<file path="config.mk">
export PLATFORM = sky130hd
export DESIGN_NAME = vc_circular_buffer
export DESIGN_NICKNAME = d
export VERILOG_FILES = /design/src/rtl/vc_circular_buffer.sv
export SDC_FILE = /design/constraint.sdc
export NUM_CORES = 1
export LEC_CHECK = 0
export ABC_AREA = 1
export CAP_MARGIN = 25
export CELL_PAD_IN_SITES_DETAIL_PLACEMENT = 0
export CELL_PAD_IN_SITES_GLOBAL_PLACEMENT = 1
export CORE_UTILIZATION = 50
export DETAILED_ROUTE_END_ITERATION = 12
export PLACE_DENSITY_LB_ADDON = 0.05
export REMOVE_ABC_BUFFERS = 1
export SETUP_SLACK_MARGIN = 0.3
export SKIP_LAST_GASP = 1
export SLEW_MARGIN = 10
export SYNTH_ARGS = -nofsm -noshare
export SYNTH_HDL_FRONTEND = slang
export SYNTH_SLANG_ARGS = --single-unit
</file>
<file path="constraint.sdc">
create_clock -name clk -period 8.43 [get_ports clk]
set_clock_uncertainty 0.15 [all_clocks]
set_input_delay 1.2645 -clock clk [delete_from_list [all_inputs] [get_ports clk]]
set_output_delay 1.2645 -clock clk [all_outputs]
set_load 0.01 [all_outputs]
</file>
<file path="src/rtl/vc_circular_buffer.sv">
// Multi-VC router input buffer: NUM_VC circular FIFOs behind one shared write port
// and one shared read port, with occupancy, credit-return pulse and sticky error flags.
module vc_circular_buffer #(
  parameter  int NUM_VC      = 2,
  parameter  int BUFFER_SIZE = 8,
  parameter  int FLIT_SIZE   = 8,
  localparam int PTR_W       = $clog2(BUFFER_SIZE),
  localparam int CNT_W       = $clog2(BUFFER_SIZE + 1),
  localparam int VC_W        = (NUM_VC > 1) ? $clog2(NUM_VC) : 1
) (
  input  logic                    clk,
  input  logic                    rst,
  input  logic [FLIT_SIZE-1:0]    data_i,
  input  logic                    write_i,
  input  logic [VC_W-1:0]         write_vc_i,
  input  logic                    read_i,
  input  logic [VC_W-1:0]         read_vc_i,
  output logic [FLIT_SIZE-1:0]    data_o,
  output logic [NUM_VC-1:0]       is_full_o,
  output logic [NUM_VC-1:0]       is_empty_o,
  output logic [NUM_VC*CNT_W-1:0] count_o,
  output logic                    credit_o,
  output logic [VC_W-1:0]         credit_vc_o,
  output logic                    overflow_o,
  output logic                    underflow_o
);

  localparam logic [VC_W:0]    LP_NUM_VC   = (VC_W+1)'(NUM_VC);
  localparam logic [PTR_W-1:0] LP_PTR_LAST = PTR_W'(BUFFER_SIZE - 1);
  localparam logic [CNT_W-1:0] LP_CNT_FULL = CNT_W'(BUFFER_SIZE);

  logic [FLIT_SIZE-1:0] r_mem    [NUM_VC][BUFFER_SIZE];
  logic [PTR_W-1:0]     r_rd_ptr [NUM_VC];
  logic [PTR_W-1:0]     r_wr_ptr [NUM_VC];
  logic [CNT_W-1:0]     r_cnt    [NUM_VC];
  logic                 r_credit;
  logic [VC_W-1:0]      r_credit_vc;
  logic                 r_overflow;
  logic                 r_underflow;

  logic                 w_rd_vc_ok;
  logic                 w_wr_vc_ok;
  logic [VC_W-1:0]      w_rd_idx;
  logic [VC_W-1:0]      w_wr_idx;
  logic                 w_rd_acc;
  logic                 w_wr_acc;
  logic [NUM_VC-1:0]    w_full;
  logic [NUM_VC-1:0]    w_empty;
  logic [NUM_VC-1:0]    w_rd_hit;
  logic [NUM_VC-1:0]    w_wr_hit;

  function automatic logic [PTR_W-1:0] next_ptr(input logic [PTR_W-1:0] ptr);
    return (ptr == LP_PTR_LAST) ? '0 : ptr + PTR_W'(1);
  endfunction

  // Out-of-range VC indices are folded to 0 so array selects stay in bounds;
  // the *_vc_ok qualifiers keep such requests from being accepted.
  assign w_rd_vc_ok = ({1'b0, read_vc_i} < LP_NUM_VC);
  assign w_wr_vc_ok = ({1'b0, write_vc_i} < LP_NUM_VC);
  assign w_rd_idx   = w_rd_vc_ok ? read_vc_i : '0;
  assign w_wr_idx   = w_wr_vc_ok ? write_vc_i : '0;

  always_comb begin
    w_full  = '0;
    w_empty = '0;
    count_o = '0;
    for (int v = 0; v < NUM_VC; v++) begin
      w_full[v]                    = (r_cnt[v] == LP_CNT_FULL);
      w_empty[v]                   = (r_cnt[v] == '0);
      count_o[v*CNT_W +: CNT_W]    = r_cnt[v];
    end
  end

  // A full VC may still take a write when the same VC is popped in this cycle.
  assign w_rd_acc = read_i & w_rd_vc_ok & ~w_empty[w_rd_idx];
  assign w_wr_acc = write_i & w_wr_vc_ok &
                    (~w_full[w_wr_idx] | (w_rd_acc & (read_vc_i == write_vc_i)));

  always_comb begin
    w_rd_hit = '0;
    w_wr_hit = '0;
    for (int v = 0; v < NUM_VC; v++) begin
      w_rd_hit[v] = w_rd_acc & (w_rd_idx == VC_W'(v));
      w_wr_hit[v] = w_wr_acc & (w_wr_idx == VC_W'(v));
    end
  end

  always_ff @(posedge clk) begin
    if (rst) begin
      for (int v = 0; v < NUM_VC; v++) begin
        r_rd_ptr[v] <= '0;
        r_wr_ptr[v] <= '0;
        r_cnt[v]    <= '0;
      end
      r_credit    <= 1'b0;
      r_credit_vc <= '0;
      r_overflow  <= 1'b0;
      r_underflow <= 1'b0;
    end else begin
      for (int v = 0; v < NUM_VC; v++) begin
        if (w_wr_hit[v]) r_wr_ptr[v] <= next_ptr(r_wr_ptr[v]);
        if (w_rd_hit[v]) r_rd_ptr[v] <= next_ptr(r_rd_ptr[v]);
        if (w_wr_hit[v] && !w_rd_hit[v])      r_cnt[v] <= r_cnt[v] + CNT_W'(1);
        else if (w_rd_hit[v] && !w_wr_hit[v]) r_cnt[v] <= r_cnt[v] - CNT_W'(1);
      end
      r_credit <= w_rd_acc;
      if (w_rd_acc)             r_credit_vc <= read_vc_i;
      if (write_i && !w_wr_acc) r_overflow  <= 1'b1;
      if (read_i && !w_rd_acc)  r_underflow <= 1'b1;
    end
  end

  // Flit storage carries no reset; pointers and counts define what is live.
  always_ff @(posedge clk) begin
    if (!rst && w_wr_acc) r_mem[w_wr_idx][r_wr_ptr[w_wr_idx]] <= data_i;
  end

  assign data_o      = r_mem[w_rd_idx][r_rd_ptr[w_rd_idx]];
  assign is_full_o   = w_full;
  assign is_empty_o  = w_empty;
  assign credit_o    = r_credit;
  assign credit_vc_o = r_credit_vc;
  assign overflow_o  = r_overflow;
  assign underflow_o = r_underflow;

endmodule

</file>
* Yosys cells after proc, flatten, opt, wreduce, memory -nomap -nowiden
Memory sizes are Yosys's and may differ from the RTL's.
Index checks and enable logic that the tools add are counted.
** Word-level totals
- Memories kept :: 4
- Memory bits (writable) :: 148
- Output and inout port bits :: 24
- Bits in registers :: 4
- Logic and storage cells :: 118
- Input port bits :: 14
** Cells by class
- Magnitude comparators :: 5
- Reductions and logical operators :: 17
- Multiplexer cells :: 51
- Eq/ne operators :: 7
- Bitwise logic cells :: 22
- Add/sub/neg operators :: 8
** Memory list
- r_mem :: depth 2, bits a word 64, rd ports 1, clocked after memory_dff 0, wr ports 1, line 32 : logic [FLIT_SIZE-1:0] r_mem [NUM_VC][BUFFER_SIZE];
- r_cnt :: depth 2, bits a word 4, rd ports 2, clocked after memory_dff 0, wr ports 2, line 35 : logic [CNT_W-1:0] r_cnt [NUM_VC];
- r_rd_ptr :: depth 2, bits a word 3, rd ports 3, clocked after memory_dff 0, wr ports 2, line 33 : logic [PTR_W-1:0] r_rd_ptr [NUM_VC];
- r_wr_ptr :: depth 2, bits a word 3, rd ports 3, clocked after memory_dff 0, wr ports 2, line 34 : logic [PTR_W-1:0] r_wr_ptr [NUM_VC];
** Operators with widths (number)
- $mux W64 :: 1
- $mux W1 :: 33
- $bmux W8 S3 :: 1
- $demux W8 S3 :: 1
- $mux W3 :: 8
- $mux W8 :: 3
- $mux W4 :: 4
- $add A3 B1 Y3 const B :: 4
- $eq A3 B3 Y1 const B :: 4
- $or A1 B1 Y1 :: 9
- $add A4 B1 Y4 const B :: 2
- $eq A4 B4 Y1 const B :: 2
- $ge A4 B4 Y1 const B :: 2
- $logic_and A1 B1 Y1 :: 8
- $logic_not A4 Y1 :: 2
- $not A3 Y4 :: 2
- $sub A4 B1 Y4 const B :: 2
- $and A1 B1 Y1 :: 7
- $logic_not A1 Y1 :: 7
- $lt A1 B2 Y1 const B :: 2
- $lt A4 B1 Y1 const B :: 1
- $not A1 Y1 :: 4
- $eq A1 B1 Y1 :: 1

* Longest topological paths before layout
An unclocked memory read counts as a cell.
- Depth after elaboration :: 17
- Depth in mapped cells :: 19

* Least setup slack after synthesis
OpenSTA, ideal clock, no wires.
- Path type :: input -> output
- Start :: input read_vc_i
- End :: output data_o[4]
- Required time :: 7.016 ns
- Setup slack :: 4.571 ns
- Cell stages on the path :: 11
- Data arrival time :: 2.445 ns
- Buffers on the path :: 2
- Path through :: buf_4 > inv_2 > or2_1 > o21ai_4 > inv_4 > buf_6 > nand3_1 > nand3_1 > nand2_1 > nor2_1 > a31oi_1
** On the way
- Cells in the longest elaborated chain, start to end :: 5
- Elaborated cells on any way between the ends :: 6
- Classes of those cells :: mux (3); bitwise (1); memory (2)
** RTL lines
- start: declaration :: line 17 : input logic [VC_W-1:0] read_vc_i,
- $mem_v2 Z2 W3
- $not A3 Y4 (not written as such) :: line 118 : assign data_o = r_mem[w_rd_idx][r_rd_ptr[w_rd_idx]];
- $bmux W8 S3 * :: line 118
- $mux W8 (not written as such) * (2 in a row) :: line 118
- end: declaration :: line 18 : output logic [FLIT_SIZE-1:0] data_o,
Mark *: on every way between the ends. The rest lies on a longest branch, timed or not. The select of a mux whose other input is x is not followed.

* Worst setup path after layout
Ends and elaborated chain as after synthesis.

==> impl_metrics.csv <==
group,metric,value,unit
clocking,h-tree-depth,4,
clocking,cts_tree,"built",
global_route,first_global_vias,4591,
clocking,cts_num_sinks,152,
yosys,synth.cell_area,0.006680,mm2
layout,multi_input_comb_area,0.001848,mm2
yosys,yosysSeqAreaShare,0.6773,
power_and_ir_drop,vdd_ir_drop_max,0.00009621,V
clocking,post_cts_resize_count,0,
die,core,0.01282,mm2
drt,length_of_the_first_detailed_routing_pass_in_iterations,5,
layout,seqCellArea,0.004524,mm2
critical_path,cp_data_required_time,7.02,ns
timing,setup_tns,0,ns
place,numPortBuffers,37,
critical_path,critical_path.max_fanout,33,
drt,remaining_drc_errors,0,
layout,fin_nets,675,
global_route,globalRouteTotalUtil,0.2353,
clocking,path_clk_slew,0.05,ns
timing,relSlewSlack,0.3999,
drt,drt-met1-wl,6407,um
timing,finalSetupViolations,0,
yosys,register_bit_total_from_synthesis,152,
clocking,cts.path.max_buffers,2,
power_and_ir_drop,power,1.748,mW
global_route,antenna_found_initial,0,
yosys,synth_cell_types,27,
yosys,proportion_of_register_bits_with_asynchronous_set_or_reset_after_synthesis,0,
die,initial_standard_cell_utilization_of_the_core,0.5209,
critical_path,max_stage_delay,0.56,ns
clocking,cts_hold_buffers,0,
die,die_h,117.6,um
clocking,tritoncts.num_buffers,17,
critical_path,cpMaxStageDelayCell,"clkdlybuf4s50_1",
critical_path,crit_path_end_kind,"output pin",
die,overall_die_area,0.01383,mm2
drt,drt-wirelength-per-cell,18.15,um
clocking,clockRootBuffer,"clkbuf_16",
timing,unrepaired_setup_endpoints_after_global_routing,"false",
critical_path,critical_path_start,"read_vc_i",
critical_path,crit_chain,"buf_2, inv_2, or2_1, o21ai_4, buf_4, inv_4, nand3_1, nand3_1, nand2_1, nor2_1, a31oi_1, clkdlybuf4s50_1",
drt,post_drt_via_cell_ratio,5.349,
drt,route.vias.total,4456,
yosys,synth_area_per_cell,10.84,um2
critical_path,top_family_by_delay_on_critical_path,"buffers and inverters",
critical_path,start_kind,"primary input",
flow_run,max_cap_viol_count,0,
die,die_x,117.6,um
timing,worstMarginPinSlew,0.8969,ns
min_path,hold_path_startpoint,"credit_vc_o",
yosys,post-synth-top-count-cell,"nand2_1",
clocking,clk-insertion-delay-late,0.41,ns
outcome,status,"finished, final reports clean",
yosys,synth-edff-count,148,
critical_path,r2r-start,"r_cnt[1][0]",
place,place_inst,801,
power_and_ir_drop,cellPowerDensity,227.9,mW/mm2
layout,final_cells,833,
min_path,worst_hold_path.num_cells,2,
layout,final.fill_count,1081,
layout,area_growth,14.80,%
critical_path,worstPathBufferInverterCount,5,
place,place.gp.congestion,0.8369,
yosys,yosysTopAreaCellShare,0.6653,
global_route,gr-total-overflow,0,
global_route,maximum_number_of_pins_on_one_net_before_global_route_repair,68,
yosys,syn_inst,616,
yosys,yosys-top-cells-count,"nand2_1 (177), edfxtp_1 (148), nand3_1 (111)",
clocking,post_cts_setup_repair_bufs,0,
drt,dr.first_iter.drc_count,416,
drt,met3_length,651,um
yosys,synth-warning-count,0,
yosys,post-synth-top-area-cell,"edfxtp_1",
place,hpwlAfterDp,9956,um
power_and_ir_drop,power.static_leakage,2.962,nW
global_route,global_route_wire_length_before_repair,24280,um
layout,layout_cells_sized_above_1,0.05900,
die,io_pins,38,
drt,route.antenna.remaining_nets,0,
critical_path,rr_worst_depth,19,
die,core.rowCount,41,
layout,antenna_cells,0,
drt,met2RoutedLength,7654,um
critical_path,critical-path-top-cell-by-count,"nand3_1",
timing,timing.final.crit_share,0.6119,
timing,total_count_of_hold_check_failures_in_the_final_report,0,
timing,max_clock_freq,193.9,MHz
min_path,min_path_type,"reg2reg",
yosys,synth_top_flop_cell,"edfxtp_1",
timing,finalCriticalPeriod,5.158,ns
critical_path,total_number_of_cells_along_the_worst_setup_path,12,
critical_path,arrival,3.74,ns
drt,highest_layer,"met4",
yosys,ys_top_cells_by_area,"edfxtp_1 (67%), nand2_1 (9.9%), nand3_1 (8.3%)",
critical_path,timing.setup.critical_path_class,"in2out",
drt,route.final.wire_length,15120,um
timing,timing_max_transition_violations_final,0,
## cell usage in the layout (no fill, tap or decap)
cell type	count
nand3_1	111
o21ai_0	5
clkdlybuf4s50_1	36
a31oi_1	8
clkinv_1	4
inv_1	43
nand4_1	3
clkinv_2	5
nand2_2	1
edfxtp_1	148
inv_4	1
ha_1	12
fa_1	1
clkinvlp_4	2
bufinv_16	1
a21oi_1	5
o21ai_4	1
clkbuf_16	17
or2_1	1
xor2_1	3
nand2_1	177
clkbuf_1	3
inv_2	1
or2_2	4
nor2_1	55
buf_2	1
dfxtp_1	4
nand3_4	1
xnor2_1	3
o21ai_2	1
buf_4	3
## final timing paths
path                 end  slack (ns)
max            data_o[4]        3.27
min          credit_vc_o        0.30
max reg2reg  r_cnt[0][3]        5.30
min reg2reg  credit_vc_o        0.30
## per-layer routing
layer | global-route usage | up-vias
met2 | 0.4050 | 134
met5 | 0 | -
met3 | 0.03634 | 28
met1 | 0.2907 | 2123
met4 | 0.1130 | 0
li1 | - | 2171
## layout make-up
class | instances | area share
sequential | 152 | 0.5900
multi-input combinational | 392 | 0.2410
clock buffer | 20 | 0.05694
timing repair buffer | 40 | 0.05058
tap | 172 | 0.02806
inverter | 45 | 0.02235
clock inverter | 12 | 0.01109
## registers in the layout (all words and copies together) (netlist names)
name         flops
r_cnt            8
overflow_o       1
credit_o         1
credit_vc_o      1
r_mem          128
r_rd_ptr         6
underflow_o      1
r_wr_ptr         6
## where the power goes
part / total, mW / leakage [nW] / internal, mW / switching, mW
sequential: 0.864 / 1.40 / 0.852 / 0.0125
clock: 0.671 / 0.253 / 0.398 / 0.273
combinational: 0.212 / 1.31 / 0.0782 / 0.134
total: 1.75 / 2.96 / 1.33 / 0.420
## through the flow
| stage | utilization | hold WS, ns | cell area (um2) | setup WS [ns] |
|---|---|---|---|---|
| finish | 0.5980 | 0.2984 | 7669 | 3.272 |
| global placement | 0.5573 | 0.2936 | 7147 | 3.302 |
| CTS | 0.5980 | 0.3025 | 7669 | 3.251 |
| detailed placement | 0.5573 | 0.2932 | 7147 | 3.253 |
| global route | 0.5980 | 0.3122 | 7669 | 3.118 |
| floorplan | - | 0.3180 | 6544 | 4.164 |
## cells by family (layout without fill, tap and decap cells)
family,count (synthesis),in the layout,share of synthesized area
AND/OR/NAND/NOR,353,353,0.2246
buffers and inverters,72,117,0.04608
adder cells (fa/ha/maj),13,13,0.02547
flip-flops,152,152,0.6773
AO/OA/AOI/OAI,20,20,0.01873
XOR/XNOR,6,6,0.007868
## worst register-to-register path, cell delays in order (launching register included)
cell	delay, ns
edfxtp_1	0.45
inv_1	0.11
ha_1	0.21
nand2_1	0.09
nor2_1	0.18
nand2_1	0.06
o21ai_0	0.13
nand2_1	0.18
nand3_1	0.15
nand2_2	0.13
inv_1	0.11
ha_1	0.26
a21oi_1	0.16
nand2_1	0.08
xor2_1	0.17
inv_1	0.06
nand2_1	0.06
nand2_1	0.05
nand2_1	0.05
inv_1	0.04
Power figures use the tool's default switching activity.
